$ cat config.mk
export PLATFORM = sky130hd
export DESIGN_NAME = switch_port_tx
export DESIGN_NICKNAME = d
export VERILOG_FILES = /design/src/rtl/packet_pkg.sv /design/src/rtl/sync_fifo.sv /design/src/rtl/switch_port_tx.sv
export SDC_FILE = /design/constraint.sdc
export NUM_CORES = 1
export LEC_CHECK = 0
export CAP_MARGIN = 20
export CORE_MARGIN = 3
export CORE_UTILIZATION = 45
export CTS_BUF_LIST = sky130_fd_sc_hd__clkbuf_16
export DETAILED_ROUTE_END_ITERATION = 8
export PLACE_DENSITY = 0.76
export SLEW_MARGIN = 20
export SYNTH_ARGS = -nofsm -noshare
export SYNTH_HDL_FRONTEND = slang
export SYNTH_HIERARCHICAL = 1
export SYNTH_SLANG_ARGS = --single-unit
$ cat constraint.sdc
create_clock -name clk -period 8.14 [get_ports clk]
set_input_delay 1.628 -clock clk [delete_from_list [all_inputs] [get_ports clk]]
set_output_delay 1.628 -clock clk [all_outputs]
set_load 0.01 [all_outputs]
$ cat src/rtl/packet_pkg.sv
// Shared packet types and helpers for the switch port traffic sources.
package packet_pkg;

  localparam int ADDR_WIDTH    = 4;
  localparam int PKT_PAYLOAD_W = 8;

  typedef enum logic [1:0] {
    IDLE = 2'd0,
    SEND = 2'd1,
    GAP  = 2'd2
  } tx_state_e;

  // Canonical request layout for the default payload width.
  typedef struct packed {
    logic [ADDR_WIDTH-1:0]    target;
    logic [PKT_PAYLOAD_W-1:0] data;
  } tx_req_t;

  function automatic logic is_onehot(input logic [ADDR_WIDTH-1:0] v);
    return (v != '0) && ((v & (v - ADDR_WIDTH'(1))) == '0);
  endfunction

endpackage

$ cat src/rtl/sync_fifo.sv
// Synchronous FIFO with wrap-bit pointers; head word is visible on rdata while not empty.
module sync_fifo #(
  parameter int WIDTH = 12,
  parameter int DEPTH = 4
) (
  input  logic                       clk,
  input  logic                       rst,
  input  logic                       push,
  input  logic                       pop,
  input  logic [WIDTH-1:0]           wdata,
  output logic [WIDTH-1:0]           rdata,
  output logic                       full,
  output logic                       empty,
  output logic [$clog2(DEPTH):0]     count
);

  localparam int AW = $clog2(DEPTH);

  logic [WIDTH-1:0] mem [DEPTH];
  logic [AW:0]      wr_ptr;
  logic [AW:0]      rd_ptr;

  always_ff @(posedge clk) begin
    if (rst) begin
      wr_ptr <= '0;
      rd_ptr <= '0;
    end else begin
      if (push && !full) wr_ptr <= wr_ptr + (AW+1)'(1);
      if (pop && !empty) rd_ptr <= rd_ptr + (AW+1)'(1);
    end
  end

  always_ff @(posedge clk) begin
    if (push && !full) mem[wr_ptr[AW-1:0]] <= wdata;
  end

  assign rdata = mem[rd_ptr[AW-1:0]];
  assign empty = (wr_ptr == rd_ptr);
  assign full  = (wr_ptr[AW] != rd_ptr[AW]) && (wr_ptr[AW-1:0] == rd_ptr[AW-1:0]);
  assign count = wr_ptr - rd_ptr;

endmodule

$ cat src/rtl/switch_port_tx.sv
// Per-port packet source: checks and queues host requests, then emits single-beat
// packets toward one switch port with a fixed inter-packet gap.
module switch_port_tx
  import packet_pkg::*;
#(
  parameter int PORT_ID    = 0,
  parameter int DEPTH      = 4,
  parameter int PAYLOAD_W  = 8,
  parameter int GAP        = 1,
  parameter int ALLOW_SELF = 0
) (
  input  logic                  clk,
  input  logic                  rst,
  input  logic                  enable,
  input  logic                  req_valid,
  output logic                  req_ready,
  input  logic [ADDR_WIDTH-1:0] req_target,
  input  logic [PAYLOAD_W-1:0]  req_data,
  output logic                  valid_in,
  output logic [ADDR_WIDTH-1:0] source_in,
  output logic [ADDR_WIDTH-1:0] target_in,
  output logic [PAYLOAD_W-1:0]  data_in,
  output logic                  busy,
  output logic [15:0]           sent_cnt,
  output logic [7:0]            drop_cnt,
  output logic [1:0]            dbg_state
);

  // Handshake: a request transfers on any rising edge where req_valid and
  // req_ready are both 1; req_ready is a register that is 1 exactly when the
  // FIFO has room, so a full FIFO never accepts even when it pops that cycle.

  localparam int FW = ADDR_WIDTH + PAYLOAD_W;
  localparam int CW = $clog2(DEPTH) + 1;
  localparam int GW = (GAP > 0) ? $clog2(GAP + 1) : 1;
  localparam logic [ADDR_WIDTH-1:0] OWN_BIT = ADDR_WIDTH'(1 << PORT_ID);

  tx_state_e         state, state_next;
  logic [GW-1:0]     gap_cnt, gap_next;
  logic              accept, legal, push, pop, drop, can_pop;
  logic [FW-1:0]     head;
  logic              full, empty;
  logic [CW-1:0]     count, count_next;

  assign accept = req_valid && req_ready;
  assign legal  = is_onehot(req_target) &&
                  ((ALLOW_SELF != 0) || ((req_target & OWN_BIT) == '0));
  assign push   = accept && legal;
  assign drop   = accept && !legal;

  sync_fifo #(.WIDTH(FW), .DEPTH(DEPTH)) u_fifo (
    .clk   (clk),
    .rst   (rst),
    .push  (push),
    .pop   (pop),
    .wdata ({req_target, req_data}),
    .rdata (head),
    .full  (full),
    .empty (empty),
    .count (count)
  );

  assign can_pop = enable && !empty;

  // An expired gap behaves like IDLE so GAP=N leaves exactly N idle cycles.
  always_comb begin
    state_next = state;
    gap_next   = gap_cnt;
    pop        = 1'b0;
    case (state)
      IDLE: begin
        if (can_pop) begin
          pop        = 1'b1;
          state_next = SEND;
        end
      end
      SEND: begin
        if (GAP > 0) begin
          state_next = packet_pkg::GAP;
          gap_next   = GW'(GAP - 1);
        end else if (can_pop) begin
          pop        = 1'b1;
          state_next = SEND;
        end else begin
          state_next = IDLE;
        end
      end
      packet_pkg::GAP: begin
        if (gap_cnt == '0) begin
          if (can_pop) begin
            pop        = 1'b1;
            state_next = SEND;
          end else begin
            state_next = IDLE;
          end
        end else begin
          gap_next = gap_cnt - GW'(1);
        end
      end
      default: state_next = IDLE;
    endcase
  end

  assign count_next = count + CW'(push) - CW'(pop);

  always_ff @(posedge clk) begin
    if (rst) begin
      state     <= IDLE;
      gap_cnt   <= '0;
      valid_in  <= 1'b0;
      source_in <= '0;
      target_in <= '0;
      data_in   <= '0;
      sent_cnt  <= '0;
      drop_cnt  <= '0;
      req_ready <= 1'b0;
    end else begin
      state     <= state_next;
      gap_cnt   <= gap_next;
      valid_in  <= pop;
      source_in <= pop ? OWN_BIT : '0;
      target_in <= pop ? head[FW-1:PAYLOAD_W] : '0;
      data_in   <= pop ? head[PAYLOAD_W-1:0] : '0;
      sent_cnt  <= sent_cnt + 16'(pop);
      if (drop && drop_cnt != 8'hFF) drop_cnt <= drop_cnt + 8'd1;
      req_ready <= (count_next != CW'(DEPTH));
    end
  end

  assign busy      = !empty || (state != IDLE);
  assign dbg_state = state;

endmodule

* After elaboration in Yosys (flattened, before gate mapping)
Memories as Yosys holds them, arrays and structs flattened. A register that Yosys moved wholly into a read port is not among the register bits. Index checks and enable logic that the tools add are counted. Widths: inputs -> output; s select.
Storage, ports and cells: logic and storage cells 64, memories kept 1, output and inout port bits 45, memory bits (writable) 48, register bits after elaboration 39, input port bits 16
Cells by class: $add $sub $neg 9, bitwise operators 2, mux-type cells 12, equality and inequality tests 9, reductions and logical operators 22
Memories:
- u_fifo.mem | depth 4, bits a word 12, read ports 1, clocked after Yosys merged registers in 1, write ports 1, RTL line sync_fifo.sv:19 | logic [WIDTH-1:0] mem [DEPTH];
Operator list (count):
- $add 16x1->16 | 1
- $logic_and 1x1->1 | 10
- $add 8x1->8 const B | 1
- $logic_not 4->1 | 2
- $ne 8x8->1 const B | 1
- $mux 1 | 7
- $add 3x1->3 const B | 2
- $pmux 2 s3 | 1
- $and 4x4->4 | 1
- $mux 2 | 2
- $ne 2x2->1 const B | 2
- $pmux 1 s2 | 2
- $reduce_bool 2->1 | 2
- $reduce_bool 4->1 | 1
- $sub 4x1->4 const B | 1
- $add 3x1->3 | 1
- $eq 3x3->1 | 1
- $logic_not 1->1 | 3
- $ne 3x3->1 const B | 1
- $sub 3x1->3 | 1
- $sub 3x3->3 | 1
- $eq 2x1->1 const B | 1
- $eq 2x2->1 | 1
- $eq 2x2->1 const B | 1
- other kinds (7) | 7

* Logic depth before layout (Yosys ltp)
depth after elaboration 9, gate-level depth with buffers 13, mapped depth without buffers 12

* Hierarchy
The synthesis kept the hierarchy.
By module, submodules not included:
- sync_fifo | sequential area each 1601.5 um^2, cells each 129, area an instance 2313.5 um^2, instances 1
- switch_port_tx | sequential area each 800.8 um^2, cells each 186, area an instance 1711.6 um^2, instances 1

* Worst setup path after synthesis
Ideal clock, no wire load.
path kind input to register, from input enable, to register req_ready, stages 8, arrival time 3449 ps, path buffers 0, slack 4558 ps, setup time 132 ps, required time 8008 ps, cell sequence nor3b_1 -> ha_1 -> inv_1 -> ha_1 -> fa_1 -> xnor2_1 -> xnor2_1 -> a21oi_1
Between the ends: cells in the longest elaborated chain, start to end 6
Ends and longest elaborated chain:
- start, declared | RTL line switch_port_tx.sv:14 | input logic enable,
- $logic_and 1x1->1 (*) | RTL line switch_port_tx.sv:63 | assign can_pop = enable && !empty;
- $mux 1 (*) | RTL line switch_port_tx.sv:72, switch_port_tx.sv:90
- $mux 1 | RTL line switch_port_tx.sv:89 | if (gap_cnt == '0) begin
- $pmux 1 s2 (*) | RTL line switch_port_tx.sv:70 | case (state)
- $sub 3x1->3 (*) | RTL line switch_port_tx.sv:104 | assign count_next = count + CW'(push) - CW'(pop);
- $ne 3x3->1 (*) | RTL line switch_port_tx.sv:126 | req_ready <= (count_next != CW'(DEPTH));
- end signal, assigned | RTL line switch_port_tx.sv:126
- end, declared | RTL line switch_port_tx.sv:16 | output logic req_ready,
Every way passes the cells marked *; elsewhere a longest branch is shown, timed or not. A chain may end at the register's enable or synchronous reset.

* Worst setup path in the final report
from input req_target[2], to memory u_fifo.mem[1][8] (enable)
Between the ends: cells in the longest elaborated chain, start to end 9, elaborated cells on any way between the ends 10, those cells by class 1 x add/sub; 2 x mux; 1 x bitwise; 6 x reduce/logical
Ends and longest elaborated chain:
- start, declared | RTL line switch_port_tx.sv:17 | input logic [ADDR_WIDTH-1:0] req_target,
- $sub 4x1->4 | RTL line packet_pkg.sv:20 | return (v != '0) && ((v & (v - ADDR_WIDTH'(1))) == '0);
- $and 4x4->4 | RTL line packet_pkg.sv:20
- $logic_not 4->1 | RTL line packet_pkg.sv:20
- $logic_and 1x1->1 (*) | RTL line packet_pkg.sv:20
- $logic_and 1x1->1 (*) | RTL line switch_port_tx.sv:46 | assign legal = is_onehot(req_target) &&
- $logic_and 1x1->1 (*) | RTL line switch_port_tx.sv:48 | assign push = accept && legal;
- named net push | RTL line switch_port_tx.sv:40 | logic accept, legal, push, pop, drop, can_pop;
- $logic_and 1x1->1 (*) | RTL line sync_fifo.sv:34 | if (push && !full) mem[wr_ptr[AW-1:0]] <= wdata;
- $mux 1 (*) | RTL line sync_fifo.sv:34
- $mux 1 (not written as such) (*) | RTL line sync_fifo.sv:34
- end, declared | RTL line sync_fifo.sv:19
Mark *: on every way through the listed nets, which the timed path passes. The rest lies on a longest branch.

==> summary.txt <==
Placed design
  • Port Buffers: 57
  • Routability congestion estimate: 0.782
  • HPWL Detailed: 5.19 mm
  • Cells after DPL: 465
  • Placed standard-cell area: 4670 µm²

Clocking
  • Cts hold-fix bufs: 0
  • Worst-path clk slew: 60 ps
  • Num Clock Sinks: 96
  • Post-CTS Setup Bufs: 0
  • Clk root buf: clkbuf_16
  • Worst-Skew Late Latency: 330 ps
  • Clock Tree Buf Depth: 2
  • H-tree levels: 3
  • Post-cts sizing count: 0
  • Clock buffer count from CTS: 9
  • CTS tree: done

GRT
  • Vias in the first global route: 2669
  • Initial antenna violation count: 0
  • GRT Overall Usage: 0.164
  • Largest net degree at the start of global routing: 44
  • First-pass GRT wire length: 13.0 mm
  • Remaining Overflow, GRT: 0

Die
  • Ports: 61
  • Starting density of the core: 0.475
  • Die width: 101 µm
  • Die area: 10100 µm²
  • Die H: 101 µm
  • Core box area: 8460 µm²
  • Row cnt: 33

Timing
  • Clock Skews: 5.63 ps
  • Final setup fails: 0
  • Min cycle time layout: 4020 ps
  • Final setup TNS: 0 ps
  • Actual slew at the worst max-slew pin: 853 ps
  • Fin. max-slew vios: 0
  • Final period util: 0.494
  • Unrepaired setup endpoints after global routing: false
  • Headroom to the max-slew limit: 0.430
  • Final hold vios: 0
  • Fmax: 0.249 GHz
  • Hold WS: 452 ps

Drt
  • Vias: 2605
  • DR pass1 iterations: 4
  • DRC: 0
  • ANT nets after route: 0
  • DR vias/cell: 5.42
  • Initial drt markers: 121
  • WL final: 7.67 mm
  • Wire per inst: 15.9 µm

Worst setup path
  • Crit end category: flip-flop
  • Buf/Inv on CP: 1
  • Critical Path, Cell by Cell: clkdlybuf4s50_1 -> o21ai_0 -> o211ai_1 -> nor2_1 -> o21a_1 -> and2_1
  • Data required, critical path: 8110 ps
  • CP Launch Type: input pin
  • CP top delay family: simple AND/OR/NAND/NOR gates
  • Worst EP arrival: 3990 ps
  • Worst Path Max Fanout: 12
  • Critical path class: input pin to flip-flop
  • Highest cell delay on the worst timing path: 550 ps
  • CP max stage cell: clkdlybuf4s50_1

Finish
  • Fin cells: 481
  • Finished Cell Area: 4940 µm²
  • Nets: 401
  • Area growth, synth to finish: 22.9%
  • Layout cells sized above 1: 0.0798
  • Core Util, Final: 0.584
  • Antenna Cells: 0

Power
  • Clock share of power: 0.365
  • Pwr per Cell Area: 212 nW/µm²
  • Internal power: 797 µW
  • Seq pwr share: 0.513
  • Leakage Power: 0.00169 µW
  • Switch Pwr: 252 µW
  • Max VDD drop: 0.168 mV
  • Combinational Power Share: 0.122
  • Sw frac: 0.240

Logic synthesis
  • Ys Warns: 6
  • Avg Synthesized Cell Area: 12.8 µm²
  • Syn Std Cell Area: 4020 µm²
  • Synth Instances: 314

Hold path
  • Hold Crit Class: flip-flop to flip-flop

Job
  • # Max-Cap Violations: 0

Outcome
  • Status: finished clean
==> registers in the layout, summed over array words and instances, names as in the netlist, named ones only <==
name,count
data_in,8
dbg_state,2
drop_cnt,8
req_ready,1
sent_cnt,16
target_in,4
u_fifo/mem,48
u_fifo/rd_ptr,3
u_fifo/wr_ptr,3
valid_in,1
==> metrics by stage <==
step	total power [µW]	worst slack (ps)
3_3_place_gp	671	3800
3_5_place_dp	677	3690
4_1_cts	1060	4000
6_report	1050	4120
5_1_grt	1090	3830
2_1_floorplan	628	4560
==> layout by cell type, fill, tap and decap left out, types with 2 or more instances in the layout <==
| cell type | n |
|---|---|
| or4_1 | 3 |
| mux4_2 | 12 |
| nor2_1 | 20 |
| dfxtp_1 | 48 |
| a211oi_1 | 2 |
| o21a_1 | 2 |
| nor4b_1 | 3 |
| and2_1 | 16 |
| clkbuf_16 | 9 |
| nor4_1 | 4 |
| nand2_1 | 16 |
| xnor2_1 | 12 |
| nor3_1 | 6 |
| a31oi_1 | 4 |
| a21oi_1 | 7 |
| ha_1 | 12 |
| fa_1 | 2 |
| nand4_1 | 4 |
| mux2_2 | 2 |
| o21ai_0 | 5 |
| edfxtp_1 | 48 |
| inv_6 | 2 |
| conb_1 | 3 |
| xor2_1 | 4 |
| nand3_1 | 10 |
| o311ai_0 | 2 |
| nand2b_1 | 3 |
| clkdlybuf4s50_1 | 57 |
| and3_1 | 3 |
| nor2b_1 | 9 |
| inv_1 | 14 |
| a41oi_1 | 3 |
| or3_1 | 3 |
| nor3b_1 | 5 |
==> worst paths after layout <==
check / startpoint / end / cells after the start / slack [ps]
worst max-delay path: req_target[2] / u_fifo/mem[1][8] / 6 / 4120
worst min-delay path: dbg_state[1] / dbg_state[1] / 1 / 450
worst max register to register: u_fifo/wr_ptr[0] / req_ready / 12 / 4830
worst min register to register: dbg_state[1] / dbg_state[1] / 1 / 450
==> final cells by class <==
class	count	area (µm²)
timing repair buffer	58	578
inverter	13	48.8
fill	675	3520
clock buffer	9	225
tap	105	131
sequential	96	2400
multi-input combinational	193	1510
clock inverter	7	46.3
==> routing by layer <==
metal / track usage / vias up / wire length [µm]
met5: 0 / - / 0
met4: 0.0622 / 0 / 115
met3: 0.0360 / 9 / 367
met2: 0.268 / 76 / 3720
met1: 0.216 / 1260 / 3460
li1: - / 1260 / -
==> power by group through the flow <==
| stage | logic [µW] | registers, µW | clock network [µW] |
|---|---|---|---|
| global route | 143 | 542 | 407 |
| detailed placement | 127 | 550 | 0 |
| CTS | 129 | 539 | 392 |
| global placement | 122 | 549 | 0 |
| finish | 128 | 539 | 383 |
| floorplan | 83.7 | 544 | 0 |
Note: power is estimated with default switching activity, not from simulation.
